## src/rtl/cpu_step_ctrl_pkg.sv

```systemverilog
// Shared encodings for the cpu execution-rate controller.
package cpu_step_ctrl_pkg;

  localparam int DIV_SEL_W = 5;

  typedef enum logic [1:0] {
    ST_IDLE = 2'd0,
    ST_RUN  = 2'd1,
    ST_STEP = 2'd2,
    ST_BRK  = 2'd3
  } state_t;

endpackage

```

## src/rtl/cpu_step_ctrl_btn_debounce.sv

```systemverilog
// Pushbutton conditioning: 2-flop synchronizer, stable-sample counter and a
// one-cycle pulse on the debounced rising edge.
module btn_debounce #(
  parameter int DEB_CYCLES = 1_000_000
) (
  input  logic clk,
  input  logic reset,
  input  logic btn,
  output logic step_evt
);

  localparam int CNT_W = $clog2(DEB_CYCLES + 1);

  logic             sync_1;
  logic             sync_2;
  logic             level;
  logic [CNT_W-1:0] stable_cnt;

  // Synchronize, then accept a new level only after DEB_CYCLES differing samples in a row
  always_ff @(posedge clk or posedge reset) begin
    if (reset) begin
      sync_1     <= 1'b0;
      sync_2     <= 1'b0;
      level      <= 1'b0;
      stable_cnt <= '0;
      step_evt   <= 1'b0;
    end else begin
      sync_1   <= btn;
      sync_2   <= sync_1;
      step_evt <= 1'b0;
      if (sync_2 != level) begin
        if (stable_cnt == CNT_W'(DEB_CYCLES - 1)) begin
          level      <= sync_2;
          stable_cnt <= '0;
          step_evt   <= sync_2;
        end else begin
          stable_cnt <= stable_cnt + CNT_W'(1);
        end
      end else begin
        stable_cnt <= '0;
      end
    end
  end

endmodule

```

## src/rtl/cpu_step_ctrl.sv

```systemverilog
// Clock-enable generator for the single-cycle cpu: free-run, single-step and
// an optional PC breakpoint (compiled in with `define BREAKPOINT_EN).
module cpu_step_ctrl
  import cpu_step_ctrl_pkg::*;
#(
  parameter int DIV_W      = 24,
  parameter int DEB_CYCLES = 1_000_000,
  parameter int PC_W       = 32
) (
  input  logic                 clk,
  input  logic                 reset,
  input  logic                 run_req,
  input  logic                 step_btn,
  input  logic [DIV_SEL_W-1:0] div_sel,
  input  logic [PC_W-1:0]      pc,
  input  logic [PC_W-1:0]      bp_addr,
  input  logic                 bp_arm,
  output logic                 cpu_ce,
  output logic                 halted,
  output logic [1:0]           state,
  output logic [31:0]          step_count
);

  state_t             state_q, state_d;
  logic [DIV_W-1:0]   presc_q, presc_d;
  logic               ce_d;
  logic               skip_q, skip_d;
  logic               block_q, block_d;
  logic               step_evt;
  logic               tick;
  logic               bp_hit;
  logic [DIV_SEL_W-1:0] sel_eff;
  logic [DIV_W:0]     period_m1;

  btn_debounce #(.DEB_CYCLES(DEB_CYCLES)) u_deb (
    .clk      (clk),
    .reset    (reset),
    .btn      (step_btn),
    .step_evt (step_evt)
  );

  assign sel_eff   = (div_sel > DIV_SEL_W'(DIV_W)) ? DIV_SEL_W'(DIV_W) : div_sel;
  assign period_m1 = ((DIV_W+1)'(1) << sel_eff) - (DIV_W+1)'(1);
  // >= rather than == so a lowered div_sel ticks on the very next cycle
  assign tick      = {1'b0, presc_q} >= period_m1;

`ifdef BREAKPOINT_EN
  assign bp_hit = bp_arm && (pc == bp_addr) && !skip_q;
`else
  logic unused_bp;
  assign unused_bp = ^{pc, bp_addr, bp_arm, skip_q};
  assign bp_hit    = 1'b0;
`endif

  // Next-state, prescaler and pulse decision
  always_comb begin
    state_d = state_q;
    presc_d = presc_q;
    ce_d    = 1'b0;
    skip_d  = skip_q;
    // block holds off free-run after a breakpoint until run_req has been dropped
    block_d = block_q & run_req;
    case (state_q)
      ST_IDLE: begin
        if (run_req && !block_q) begin
          state_d = ST_RUN;
          presc_d = '0;
          skip_d  = 1'b1;
        end else if (step_evt) begin
          state_d = ST_STEP;
          ce_d    = 1'b1;
        end else begin
          state_d = ST_IDLE;
        end
      end
      ST_STEP: state_d = ST_IDLE;
      ST_RUN: begin
        if (!run_req) begin
          state_d = ST_IDLE;
          presc_d = '0;
        end else if (tick) begin
          presc_d = '0;
          if (bp_hit) begin
            state_d = ST_BRK;
            block_d = 1'b1;
          end else begin
            ce_d   = 1'b1;
            skip_d = 1'b0;
          end
        end else begin
          presc_d = presc_q + DIV_W'(1);
        end
      end
      ST_BRK: begin
        if (step_evt) begin
          state_d = ST_STEP;
          ce_d    = 1'b1;
        end else if (!run_req) begin
          state_d = ST_IDLE;
        end else begin
          state_d = ST_BRK;
        end
      end
      default: state_d = ST_IDLE;
    endcase
  end

  // State, registered outputs and pulse counter
  always_ff @(posedge clk or posedge reset) begin
    if (reset) begin
      state_q    <= ST_IDLE;
      presc_q    <= '0;
      cpu_ce     <= 1'b0;
      halted     <= 1'b1;
      skip_q     <= 1'b1;
      block_q    <= 1'b0;
      step_count <= 32'd0;
    end else begin
      state_q <= state_d;
      presc_q <= presc_d;
      cpu_ce  <= ce_d;
      halted  <= (state_d == ST_IDLE) || (state_d == ST_BRK);
      skip_q  <= skip_d;
      block_q <= block_d;
      if (cpu_ce) begin
        step_count <= step_count + 32'd1;
      end
    end
  end

  assign state = state_q;

endmodule
```

## config.mk

```make
export PLATFORM = sky130hd
export DESIGN_NAME = cpu_step_ctrl
export DESIGN_NICKNAME = d
export VERILOG_FILES = /design/src/rtl/cpu_step_ctrl_pkg.sv /design/src/rtl/cpu_step_ctrl_btn_debounce.sv /design/src/rtl/cpu_step_ctrl.sv
export SDC_FILE = /design/constraint.sdc
export NUM_CORES = 1
export LEC_CHECK = 0
export BUFFER_PORTS_ARGS = -buffer_cell sky130_fd_sc_hd__buf_2
export CAP_MARGIN = 20
export CORE_ASPECT_RATIO = 2
export CORE_MARGIN = 4
export CORE_UTILIZATION = 30
export CTS_CLUSTER_DIAMETER = 120
export CTS_CLUSTER_SIZE = 30
export DETAILED_ROUTE_END_ITERATION = 12
export GPL_ROUTABILITY_DRIVEN = 0
export GPL_TIMING_DRIVEN = 0
export SYNTH_ARGS = -nofsm -noshare
export SYNTH_HDL_FRONTEND = slang
export SYNTH_SLANG_ARGS = --single-unit
```

## constraint.sdc

```tcl
create_clock -name clk -period 3.25 [get_ports clk]
set_clock_uncertainty 0.1 [all_clocks]
set_input_delay 0.1625 -clock clk [delete_from_list [all_inputs] [get_ports clk]]
set_output_delay 0.1625 -clock clk [all_outputs]
set_load 0.01 [all_outputs]
```

==> results of run 1 <==
==> cells by family after synthesis <==
kind of cell	Yosys count	share of synthesized area, %
DFF	85	43.12
and+or+nand+nor	221	23.88
AOI/OAI and AO/OA	100	12.78
muxes	5	1.065
xor gates and xnor gates	49	8.695
buffers and inverters	37	3.371
adders and majority gates	28	7.098
==> stage by stage <==
stage | total power (W) | instance area [µm²]
after floorplan | 0.001220 | 4951
after CTS | 0.002371 | 5834
final | 0.002364 | 6005
after detailed placement | 0.001279 | 5446
after global placement | 0.001269 | 5416
after global routing | 0.002458 | 6005
==> final cells by class <==
cell class / instances / area [µm²] / area share (%)
clock buffer: 11 / 252.7 / 4.209
timing repair buffer: 53 / 372.9 / 6.210
buffer: 17 / 107.6 / 1.792
tap: 204 / 255.2 / 4.251
multi-input combinational: 403 / 2758 / 45.93
clock inverter: 5 / 67.56 / 1.125
sequential: 85 / 2128 / 35.44
inverter: 16 / 62.56 / 1.042
==> flip-flops by register name, indices dropped and copies added (netlist names) <==
signal / cells
cpu_ce: 1
block_q: 1
halted: 1
state: 2
u_deb.sync_1: 1
u_deb.level: 1
u_deb.sync_2: 1
step_count: 32
presc_q: 24
u_deb.stable_cnt: 20
u_deb.step_evt: 1
==> worst max path at each step <==
stage,startpoint,to,depth (start not counted)
2_1_floorplan,div_sel[2],presc_q[20],16
3_3_place_gp,div_sel[2],presc_q[3],17
3_5_place_dp,div_sel[2],presc_q[20],17
4_1_cts,div_sel[1],presc_q[4],17
5_1_grt,div_sel[2],presc_q[19],17
6_report,div_sel[1],presc_q[14],17
==> synthesized netlist by cell type, types with 9 or more instances <==
cell / n / area [µm²]
a21o_1: 12 / 90.09
a21oi_1: 26 / 130.1
and3_1: 27 / 168.9
clkbuf_1: 15 / 56.30
dfrtp_1: 84 / 2102
ha_1: 28 / 350.3
inv_1: 16 / 60.06
nand2_1: 38 / 142.6
nand3_1: 42 / 210.2
nand4_1: 12 / 75.07
nor2_1: 42 / 157.7
nor3b_1: 9 / 67.56
o21ai_0: 31 / 155.2
or3_1: 13 / 81.33
xnor2_1: 27 / 236.5
xor2_1: 22 / 192.7
==> cells in the final DEF, fill, tap and decap left out, types with 3 or more instances in the layout <==
| cell | n |
|---|---|
| a21o_1 | 12 |
| a21oi_1 | 24 |
| a21oi_2 | 5 |
| a22o_1 | 5 |
| a31oi_1 | 3 |
| and2_1 | 6 |
| and3_1 | 27 |
| and4_1 | 4 |
| buf_12 | 3 |
| buf_2 | 41 |
| buf_4 | 5 |
| buf_6 | 7 |
| clkbuf_1 | 8 |
| clkbuf_16 | 9 |
| clkinv_4 | 3 |
| dfrtp_1 | 84 |
| dlygate4sd3_1 | 3 |
| ha_1 | 26 |
| inv_1 | 15 |
| mux2i_1 | 3 |
| nand2_1 | 37 |
| nand3_1 | 42 |
| nand3b_1 | 3 |
| nand4_1 | 12 |
| nor2_1 | 40 |
| nor2b_1 | 6 |
| nor3_1 | 5 |
| nor3b_1 | 9 |
| o211ai_1 | 4 |
| o21ai_0 | 24 |
| o21ai_1 | 7 |
| or3_1 | 12 |
| xnor2_1 | 27 |
| xor2_1 | 22 |
==> critical path: cells and delay by family <==
family                   cells  cell delay [ps]
AND/OR/NAND/NOR              6             1270
AO/OA/AOI/OAI                5              720
buffers and inverters        4              580
adder cells (fa/ha/maj)      2              560
==> repair_timing <==
item / in CTS / in global routing
resized for setup: 13 / 36
buffers inserted: 1 / 6
pin swaps: 4 / 24
hold buffers: 3 / 0
endpoints found under the hold margin: 33 / 0
endpoints found under the setup margin: 25 / 25
==> per-layer routing <==
layer | up-vias | global-route usage [%]
met5 | - | 0
met4 | 0 | 7.680
met3 | 22 | 2.286
met2 | 71 | 24.33
met1 | 2030 | 13.23
li1 | 1990 | -
==> power breakdown <==
| group | internal, W | leakage (nW) | switching (W) |
|---|---|---|---|
| Sequential | 0.00107 | 1.17 | 0.0000116 |
| Combinational | 0.0000779 | 1.54 | 0.000121 |
| Clock | 0.000647 | 0.158 | 0.000437 |
==> results.tsv, run 1 <==
stage	metric	value	unit
outcome	status	completed	
setup_path	required time of the worst setup path	3420	ps
setup_path	max incr delay on CP	400	ps
setup_path	worst-path fanout max	10	
finish	layout cells sized above 1	17.46	%
setup_path	Worst Reg-to-Reg Cells	9	
setup_path	CP max stage cell	or3_4	
synthesis	register area share after synthesis	43.12	%
setup_path	Critical Path End Type	flop	
floorplanning	row cnt	66	
global_routing	vias in the first global route	4319	
finish	Syn-to-layout area delta	21.65	%
floorplanning	Die X	98.70	µm
clock_network	clk_lat worst skew	340	ps
detailed_routing	Vias	4113	
setup_path	Worst R2R Setup Slack	650	ps
global_routing	total track usage	13.04	%
sta	Final setup viols	0	
placed_design	hpwl dp	9241	µm
clock_network	CTS tree	done	
sta	Hold Vio Cnt, Final	0	
setup_path	r2r startpoint	presc_q[6]	
clock_network	Inserted Clock Buffers	9	
detailed_routing	drt pass-1 iters	4	
detailed_routing	drt wl/cell	15.17	µm
placed_design	Placement Setup Slack	-943.2	ps
min_path	type of the worst min-delay path	primary input to async pin	
synthesis	Mapped Area	4936	µm²
detailed_routing	Detailed Route Iter0 Violations	156	
placed_design	DP Cell Count	772	
sta	Peak Freq	316.1	MHz
detailed_routing	# DRC	0	
synthesis	Mapped Nets	627	
detailed_routing	post-route antenna net violation count	0	
finish	final core occ	37.10	%
setup_path	Crit path top cell by count	buf_6	
global_routing	initial antenna violation count	0	
power_and_ir_drop	pwr/cell area	393.7	nW/µm²
setup_path	Worst R2R End	presc_q[2]	
floorplanning	die height	189.4	µm
global_routing	largest net degree at the start of global routing	55	
clock_network	Worst-path clk slew	70	ps
clock_network	CTS sink count	85	
sta	actual slew at the worst max-slew pin	686.8	ps
synthesis	post-synthesis average cell area	9.402	µm²
floorplanning	Starting Density	30.50	%
clock_network	number of H-tree levels	3	
setup_path	startpoint types	primary input	
detailed_routing	vias per inst	5.180	
job	Max-Cap Viols	0	
synthesis	Post-synth EDFFs	0	
finish	number of diodes	0	
sta	Rel. slew slack	54.21	%
global_routing	aggregate global routing overflow	0	
clock_network	CTS Root Buffer Type	clkbuf_16	
finish	final non-filler cell total	794	
synthesis	FF+latch count, synth	85	
synthesis	Yosys warning total	0	
finish	Fillers	1662	
power_and_ir_drop	peak supply drop	0.2226	mV
sta	final worst-path cycle share	97.35	%
clock_network	clk buf depth	2	
sta	final worst slack	86.26	ps
synthesis	most used flip-flop cell after synthesis	dfrtp_1	
power_and_ir_drop	Leak	2.872	nW
setup_path	Critical Path, Cell by Cell	clkbuf_4 -> buf_6 -> nand3b_1 -> ha_4 -> nor2_4 -> buf_12 -> a32o_2 -> a21boi_2 -> ha_1 -> a211oi_2 -> nor2_1 -> or3_4 -> a21oi_4 -> nand3_4 -> buf_6 -> or3_1 -> o21ai_0	
sta	setup TNS	0	ps
detailed_routing	met3 WL post-DR	367	µm
global_routing	first-pass GRT wire length	20220	µm
detailed_routing	wl on met1	4558	µm
sta	Slew Limit Fails	0	
sta	min Tclk post-route	3164	ps
floorplanning	Ports	110	
synthesis	cells after synthesis	525	
floorplanning	Core Box Area	16190	µm²
setup_path	Setup CP Type	primary input to flop	
synthesis	ys async rst share	100.0	%
detailed_routing	metal2 WL	6760	µm
detailed_routing	final wirelength	12050	µm
placed_design	IO buf count	42	
finish	fin nets	687	
detailed_routing	Max Used Layer	met4	
sta	Min Hold Slack	267.2	ps
floorplanning	Die ar.	18690	µm²
setup_path	Crit path arrival time	3330	ps
synthesis	synth unique cells	53	
(Power assumes the default switching activity.)
==> inputs of run 2 (changes only) <==
--- a/config.mk
+++ b/config.mk
@@ -15,6 +15,7 @@
 export DETAILED_ROUTE_END_ITERATION = 12
 export GPL_ROUTABILITY_DRIVEN = 0
 export GPL_TIMING_DRIVEN = 0
+export REMOVE_ABC_BUFFERS = 1
 export SYNTH_ARGS = -nofsm -noshare
 export SYNTH_HDL_FRONTEND = slang
 export SYNTH_SLANG_ARGS = --single-unit
==> results.tsv, run 2 (same netlist as run 1, synthesis figures left out) <==
stage	metric	value	unit	change
outcome	status	completed		
clock_network	Inserted Clock Buffers	9		unchanged
finish	fin nets	677		-1.5%
sta	final worst-path cycle share	97.40	%	about the same
global_routing	GRT Max-Usage Layer	met2		
sta	Slew Limit Fails	0		unchanged
clock_network	number of H-tree levels	3		unchanged
finish	Syn-to-layout area delta	20.96	%	
detailed_routing	vias per inst	5.300		+2.3%
placed_design	Post-Place Cell Area	5335	µm²	-2.0%
placed_design	hpwl dp	8633	µm	-6.6%
detailed_routing	# DRC	0		unchanged
detailed_routing	Vias	4155		+1.0%
floorplanning	row cnt	66		unchanged
global_routing	GRT met1 Usage	12.94	%	-0.29 points
placed_design	DP Cell Count	753		-2.5%
finish	Multi-input gate area	2816	µm²	+2.1%
sta	Final setup viols	0		unchanged
power_and_ir_drop	pwr/cell area	405.1	nW/µm²	+2.9%
setup_path	required time of the worst setup path	3400	ps	-20 ps
setup_path	crit path from	div_sel[2]		
placed_design	Placement Setup Slack	-1339	ps	-395.6 ps
clock_network	clk_lat worst skew	340	ps	about the same
finish	Top reg by flops	step_count		
detailed_routing	post-route antenna net violation count	0		unchanged
setup_path	startpoint types	primary input		
sta	Hold Vio Cnt, Final	0		unchanged
setup_path	Setup CP Type	primary input to flop		
job	Max-Cap Viols	0		unchanged
detailed_routing	drt wl/cell	15.89	µm	+4.7%
sta	final worst slack	84.57	ps	-1.684 ps
floorplanning	Ports	110		unchanged
sta	actual slew at the worst max-slew pin	676.9	ps	-9.941 ps
placed_design	IO buf count	44		+4.8%
finish	commonest non-fill, non-tap cells in the layout	84 x dfrtp_1, 42 x nand3_1, 41 x buf_2, 39 x nor2_1, 37 x nand2_1		
setup_path	max incr delay on CP	380	ps	-20 ps
finish	final non-filler cell total	784		-1.3%
detailed_routing	Detailed Route Iter0 Violations	195		+25%
global_routing	initial antenna violation count	0		unchanged
global_routing	total track usage	13.28	%	+0.24 points
clock_network	clk buf depth	2		unchanged
detailed_routing	final wirelength	12450	µm	+3.4%
setup_path	Critical Path End Type	flop		
finish	largest registers	step_count x32, presc_q x24, u_deb.stable_cnt x20		
setup_path	worst-path fanout max	15		+5
finish	register area	2128	µm²	unchanged
clock_network	Worst-path clk slew	60	ps	about the same
sta	Rel. slew slack	54.71	%	+0.50 points
global_routing	first-pass GRT wire length	20280	µm	+0.28%
finish	most common cell after layout, fill and taps aside	dfrtp_1		
finish	layout cells sized above 1	17.59	%	+0.13 points
sta	min Tclk post-route	3165	ps	+1.684 ps
floorplanning	Die ar.	18690	µm²	unchanged
power_and_ir_drop	Leak	2.837	nW	-1.2%
clock_network	CTS tree	done		
floorplanning	die height	189.4	µm	unchanged
finish	Fillers	1631		-1.9%
floorplanning	Die X	98.70	µm	unchanged
clock_network	CTS sink count	85		unchanged
power_and_ir_drop	peak supply drop	0.2736	mV	+23%
finish	max reg flops	32		unchanged
min_path	type of the worst min-delay path	flop to flop		
finish	number of diodes	0		unchanged
floorplanning	Starting Density	30.50	%	unchanged
min_path	hold path start	u_deb.sync_1		
global_routing	met3 usage	2.028	%	-0.26 points
clock_network	CTS Root Buffer Type	clkbuf_16		
power_and_ir_drop	total chip power	0.002419	W	+2.3%
global_routing	vias in the first global route	4276		-1.0%
global_routing	largest net degree at the start of global routing	50		-9.1%
finish	Finished Cell Area	5971	µm²	-0.56%
setup_path	CP max stage cell	or3_4		
setup_path	Crit path arrival time	3310	ps	-20 ps
setup_path	r2r startpoint	presc_q[10]		
global_routing	aggregate global routing overflow	0		unchanged
sta	Peak Freq	315.9	MHz	about the same
global_routing	routing usage on met2	25.22	%	+0.89 points
floorplanning	Core Box Area	16190	µm²	unchanged
detailed_routing	drt pass-1 iters	4		unchanged
setup_path	Critical Path, Cell by Cell	buf_4 -> nor3_4 -> nand3b_1 -> ha_4 -> nor2_4 -> a32o_1 -> a21boi_1 -> ha_1 -> a211oi_2 -> nor2_1 -> or3_4 -> a21oi_4 -> buf_12 -> nand3_4 -> or3_1 -> o21ai_0		
-- run 2: cell count changes in the layout (fill, tap and decap cells not counted), sizes merged, moves of 2 or more --
cell    delta
clkinv     -2
buf        -6
nand3      +3
clkbuf     -8
-- run 2: path summary, 6_finish.rpt --
path / endpoint / slack (ps) / cells past startpoint
setup reg to reg: presc_q[10] / 710 / 9
min in group asynchronous: u_deb.stable_cnt[15] / 320 / 3
setup / recovery: presc_q[10] / 80 / 16
max in group asynchronous: halted / 2090 / 4
hold reg to reg: u_deb.sync_2 / 250 / 0
hold / removal: u_deb.sync_2 / 250 / 0
-- run 2: cell type report --
| cell class | instances | share of cell area [%] |
|---|---|---|
| Sequential cell | 85 | 35.65 |
| Timing Repair Buffer | 56 | 6.266 |
| Inverter | 16 | 1.048 |
| Clock inverter | 5 | 1.362 |
| Multi-Input combinational cell | 407 | 47.17 |
| Tap cell | 204 | 4.275 |
| Clock buffer | 11 | 4.233 |
-- run 2: routing by layer --
metal  wire length (µm)  vias up  part of all wire [%]
li1                   -     1977                     -
met1               4539     2031                    36
met2               6894      108                    55
met3                435       39                   3.5
met4                585        0                   4.7
met5                  0        -                     0
-- run 2: stage by stage --
| step | setup TNS, ps | hold slack (ps) | utilization (%) |
|---|---|---|---|
| 2_1_floorplan | -2168 | 93.93 | - |
| 3_3_place_gp | -42240 | 181.6 | 32.78 |
| 3_5_place_dp | -29410 | 139.8 | 32.96 |
| 4_1_cts | 0 | 251.3 | 36.23 |
| 5_1_grt | -69.00 | 268.1 | 36.89 |
| 6_report | 0 | 248.0 | 36.89 |
-- run 2: what timing repair did --
item | in CTS | in global routing
gates cloned | 3 | 1
resized for setup | 21 | 17
hold buffers | 3 | 0
setup buffers | 4 | 4
pin swaps | 6 | 16
endpoints found under the setup margin | 25 | 23
hold endpoints to repair | 39 | 0
-- run 2: critical path, delay by kind of cell --
family / cells / cell delay, ps
buffers and inverters: 2 / 320
adder cells (fa/ha/maj): 2 / 580
AND/OR/NAND/NOR: 7 / 1510
AO/OA/AOI/OAI: 5 / 740
-- run 2: report_power, final --
part,leakage (nW),switching [W],internal [W]
clock,0.162,0.000429,0.000717
sequential,1.17,0.0000122,0.00107
combinational,1.51,0.000122,0.0000699
total,2.84,0.000563,0.00186
==> inputs of run 3 (changes only) <==
==> constraint.sdc (replaced) <==
create_clock -name clk -period 3.2 [get_ports clk]
set_clock_uncertainty 0.1 [all_clocks]
set_input_delay 0.16 -clock clk [delete_from_list [all_inputs] [get_ports clk]]
set_output_delay 0.16 -clock clk [all_outputs]
set_load 0.01 [all_outputs]
==> results.tsv, run 3 (same netlist as run 1, synthesis figures left out) <==
stage	metric	value	unit	change
outcome	status	completed		
clock_network	CTS tree	done		
setup_path	startpoint types	primary input		
setup_path	Critical Path, Cell by Cell	buf_6 -> nor3_4 -> nand3b_1 -> ha_4 -> nor2_4 -> a31oi_1 -> o22a_1 -> ha_4 -> nand4_1 -> or2_4 -> a2111o_1 -> buf_12 -> nand3_4 -> o21ai_0 -> a22o_1		
finish	final non-filler cell total	785		+0.13%
floorplanning	Core Box Area	16190	µm²	unchanged
sta	final worst slack	84.35	ps	-0.2254 ps
sta	Hold Vio Cnt, Final	0		unchanged
floorplanning	Starting Density	30.50	%	unchanged
detailed_routing	metal2 WL	6955	µm	+0.88%
detailed_routing	Vias	4155		unchanged
finish	Syn-to-layout area delta	21.42	%	
detailed_routing	final wirelength	12600	µm	+1.2%
floorplanning	row cnt	66		unchanged
global_routing	vias in the first global route	4274		-0.047%
finish	fin nets	678		+0.15%
min_path	type of the worst min-delay path	flop to flop		
global_routing	initial antenna violation count	0		unchanged
placed_design	IO buf count	44		unchanged
placed_design	DP Cell Count	753		unchanged
global_routing	total track usage	13.28	%	unchanged
detailed_routing	# DRC	0		unchanged
setup_path	Crit path arrival time	3240	ps	-70 ps
power_and_ir_drop	P_int	0.001887	W	+1.7%
detailed_routing	met3 WL post-DR	434	µm	-0.23%
global_routing	aggregate global routing overflow	0		unchanged
setup_path	required time of the worst setup path	3330	ps	-70 ps
finish	Multi-input gate area	2828	µm²	+0.40%
setup_path	Setup CP Type	primary input to flop		
setup_path	Crit path top cell by count	ha_4		
clock_network	Inserted Clock Buffers	9		unchanged
finish	layout cells sized above 1	17.90	%	+0.31 points
clock_network	CTS sink count	85		unchanged
clock_network	clk buf depth	2		unchanged
power_and_ir_drop	sw frac	23.21	%	-0.048 points
detailed_routing	drt pass-1 iters	4		unchanged
detailed_routing	wl on met1	4567	µm	+0.62%
clock_network	clk_lat worst skew	340	ps	about the same
power_and_ir_drop	peak supply drop	0.2761	mV	+0.92%
floorplanning	die height	189.4	µm	unchanged
clock_network	Worst-path clk slew	70	ps	about the same
global_routing	largest net degree at the start of global routing	50		unchanged
power_and_ir_drop	sequential share of power	44.7	%	about the same
detailed_routing	post-route antenna net violation count	0		unchanged
global_routing	first-pass GRT wire length	20280	µm	unchanged
setup_path	Critical Path End Type	flop		
detailed_routing	drt wl/cell	16.05	µm	+1.1%
detailed_routing	vias per inst	5.293		-0.13%
finish	most common cell after layout, fill and taps aside	dfrtp_1		
sta	setup TNS	0	ps	unchanged
detailed_routing	Max Used Layer	met4		
setup_path	worst-path fanout max	15		unchanged
setup_path	CP max stage cell	a2111o_1		
setup_path	max incr delay on CP	430	ps	+50 ps
clock_network	number of H-tree levels	3		unchanged
sta	actual slew at the worst max-slew pin	684.9	ps	+7.978 ps
power_and_ir_drop	Psw	0.0005705	W	+1.4%
placed_design	hpwl dp	8633	µm	unchanged
placed_design	Placement Setup Slack	-1386	ps	-47.50 ps
finish	commonest non-fill, non-tap cells in the layout	84 x dfrtp_1, 42 x nand3_1, 41 x buf_2, 39 x nor2_1, 37 x nand2_1		
finish	Top reg by flops	step_count		
clock_network	CTS Root Buffer Type	clkbuf_16		
job	Max-Cap Viols	0		unchanged
finish	number of diodes	0		unchanged
floorplanning	Die ar.	18690	µm²	unchanged
sta	Min Hold Slack	248.2	ps	+0.2590 ps
power_and_ir_drop	total chip power	0.002458	W	+1.6%
sta	final worst-path cycle share	97.36	%	
sta	Final setup viols	0		unchanged
detailed_routing	Detailed Route Iter0 Violations	170		-13%
power_and_ir_drop	logic gate share of total power	8.1	%	+0.2 points
finish	register area	2128	µm²	unchanged
power_and_ir_drop	Leak	2.845	nW	+0.28%
sta	Peak Freq	321.0	MHz	
floorplanning	Ports	110		unchanged
finish	largest registers	step_count x32, presc_q x24, u_deb.stable_cnt x20		
finish	max reg flops	32		unchanged
sta	Slew Limit Fails	0		unchanged
power_and_ir_drop	clock power share	47.2	%	-0.2 points
sta	Rel. slew slack	54.17	%	-0.53 points
finish	Fillers	1629		-0.12%
sta	min Tclk post-route	3116	ps	
power_and_ir_drop	pwr/cell area	410.1	nW/µm²	+1.2%
floorplanning	Die X	98.70	µm	unchanged
-- run 3: layout make-up --
cell class | instances | share of cell area (%)
Clock inverter | 5 | 1.357
Timing Repair Buffer | 56 | 6.430
Inverter | 16 | 1.044
Clock buffer | 11 | 4.217
Sequential cell | 85 | 35.51
Multi-Input combinational cell | 408 | 47.18
Tap cell | 204 | 4.259
-- run 3: metrics by stage --
stage / instance area (µm²) / utilization [%]
5_1_grt: 5993 / 37.03
2_1_floorplan: 4830 / -
3_3_place_gp: 5305 / 32.78
3_5_place_dp: 5335 / 32.96
4_1_cts: 5864 / 36.23
6_report: 5993 / 37.03
-- run 3: worst paths after layout --
| kind | from | endpoint | slack [ps] | cells after the start |
|---|---|---|---|---|
| hold reg to reg | u_deb.sync_1 | u_deb.sync_2 | 250 | 0 |
| min in group asynchronous | reset | u_deb.stable_cnt[15] | 310 | 3 |
| setup reg to reg | presc_q[12] | presc_q[17] | 700 | 9 |
| setup / recovery | div_sel[2] | presc_q[2] | 80 | 15 |
| max in group asynchronous | reset | halted | 2040 | 4 |
| hold / removal | u_deb.sync_1 | u_deb.sync_2 | 250 | 0 |
-- run 3: power by group through the flow --
stage	sequential, W	clock (W)	combinational, W
after floorplan	0.00112	0	0.000103
after global placement	0.00112	0	0.000155
after detailed placement	0.00112	0	0.000168
after CTS	0.00110	0.00119	0.000187
after global routing	0.00110	0.00123	0.000220
final	0.00110	0.00116	0.000198
-- run 3: what timing repair did --
action                     4_1_cts  5_1_grt
setup endpoints to repair       25       24
hold endpoints to repair        39        0
gates resized for setup         22       22
setup buffers                    4        4
pin swaps                        7       27
cloned                           3        2
hold buffers                     3        0
-- run 3: critical path, delay by kind of cell --
kind | cells | cell delay [ps]
AND/OR/NAND/NOR | 6 | 1080
AO/OA/AOI/OAI | 5 | 1160
adder cells (fa/ha/maj) | 2 | 530
buffers and inverters | 2 | 300
-- run 3: routing by layer --
metal,GRT usage (%),vias up
met5,0,-
met4,8.574,0
met3,2.028,40
met2,25.22,98
met1,12.94,2037
li1,-,1980
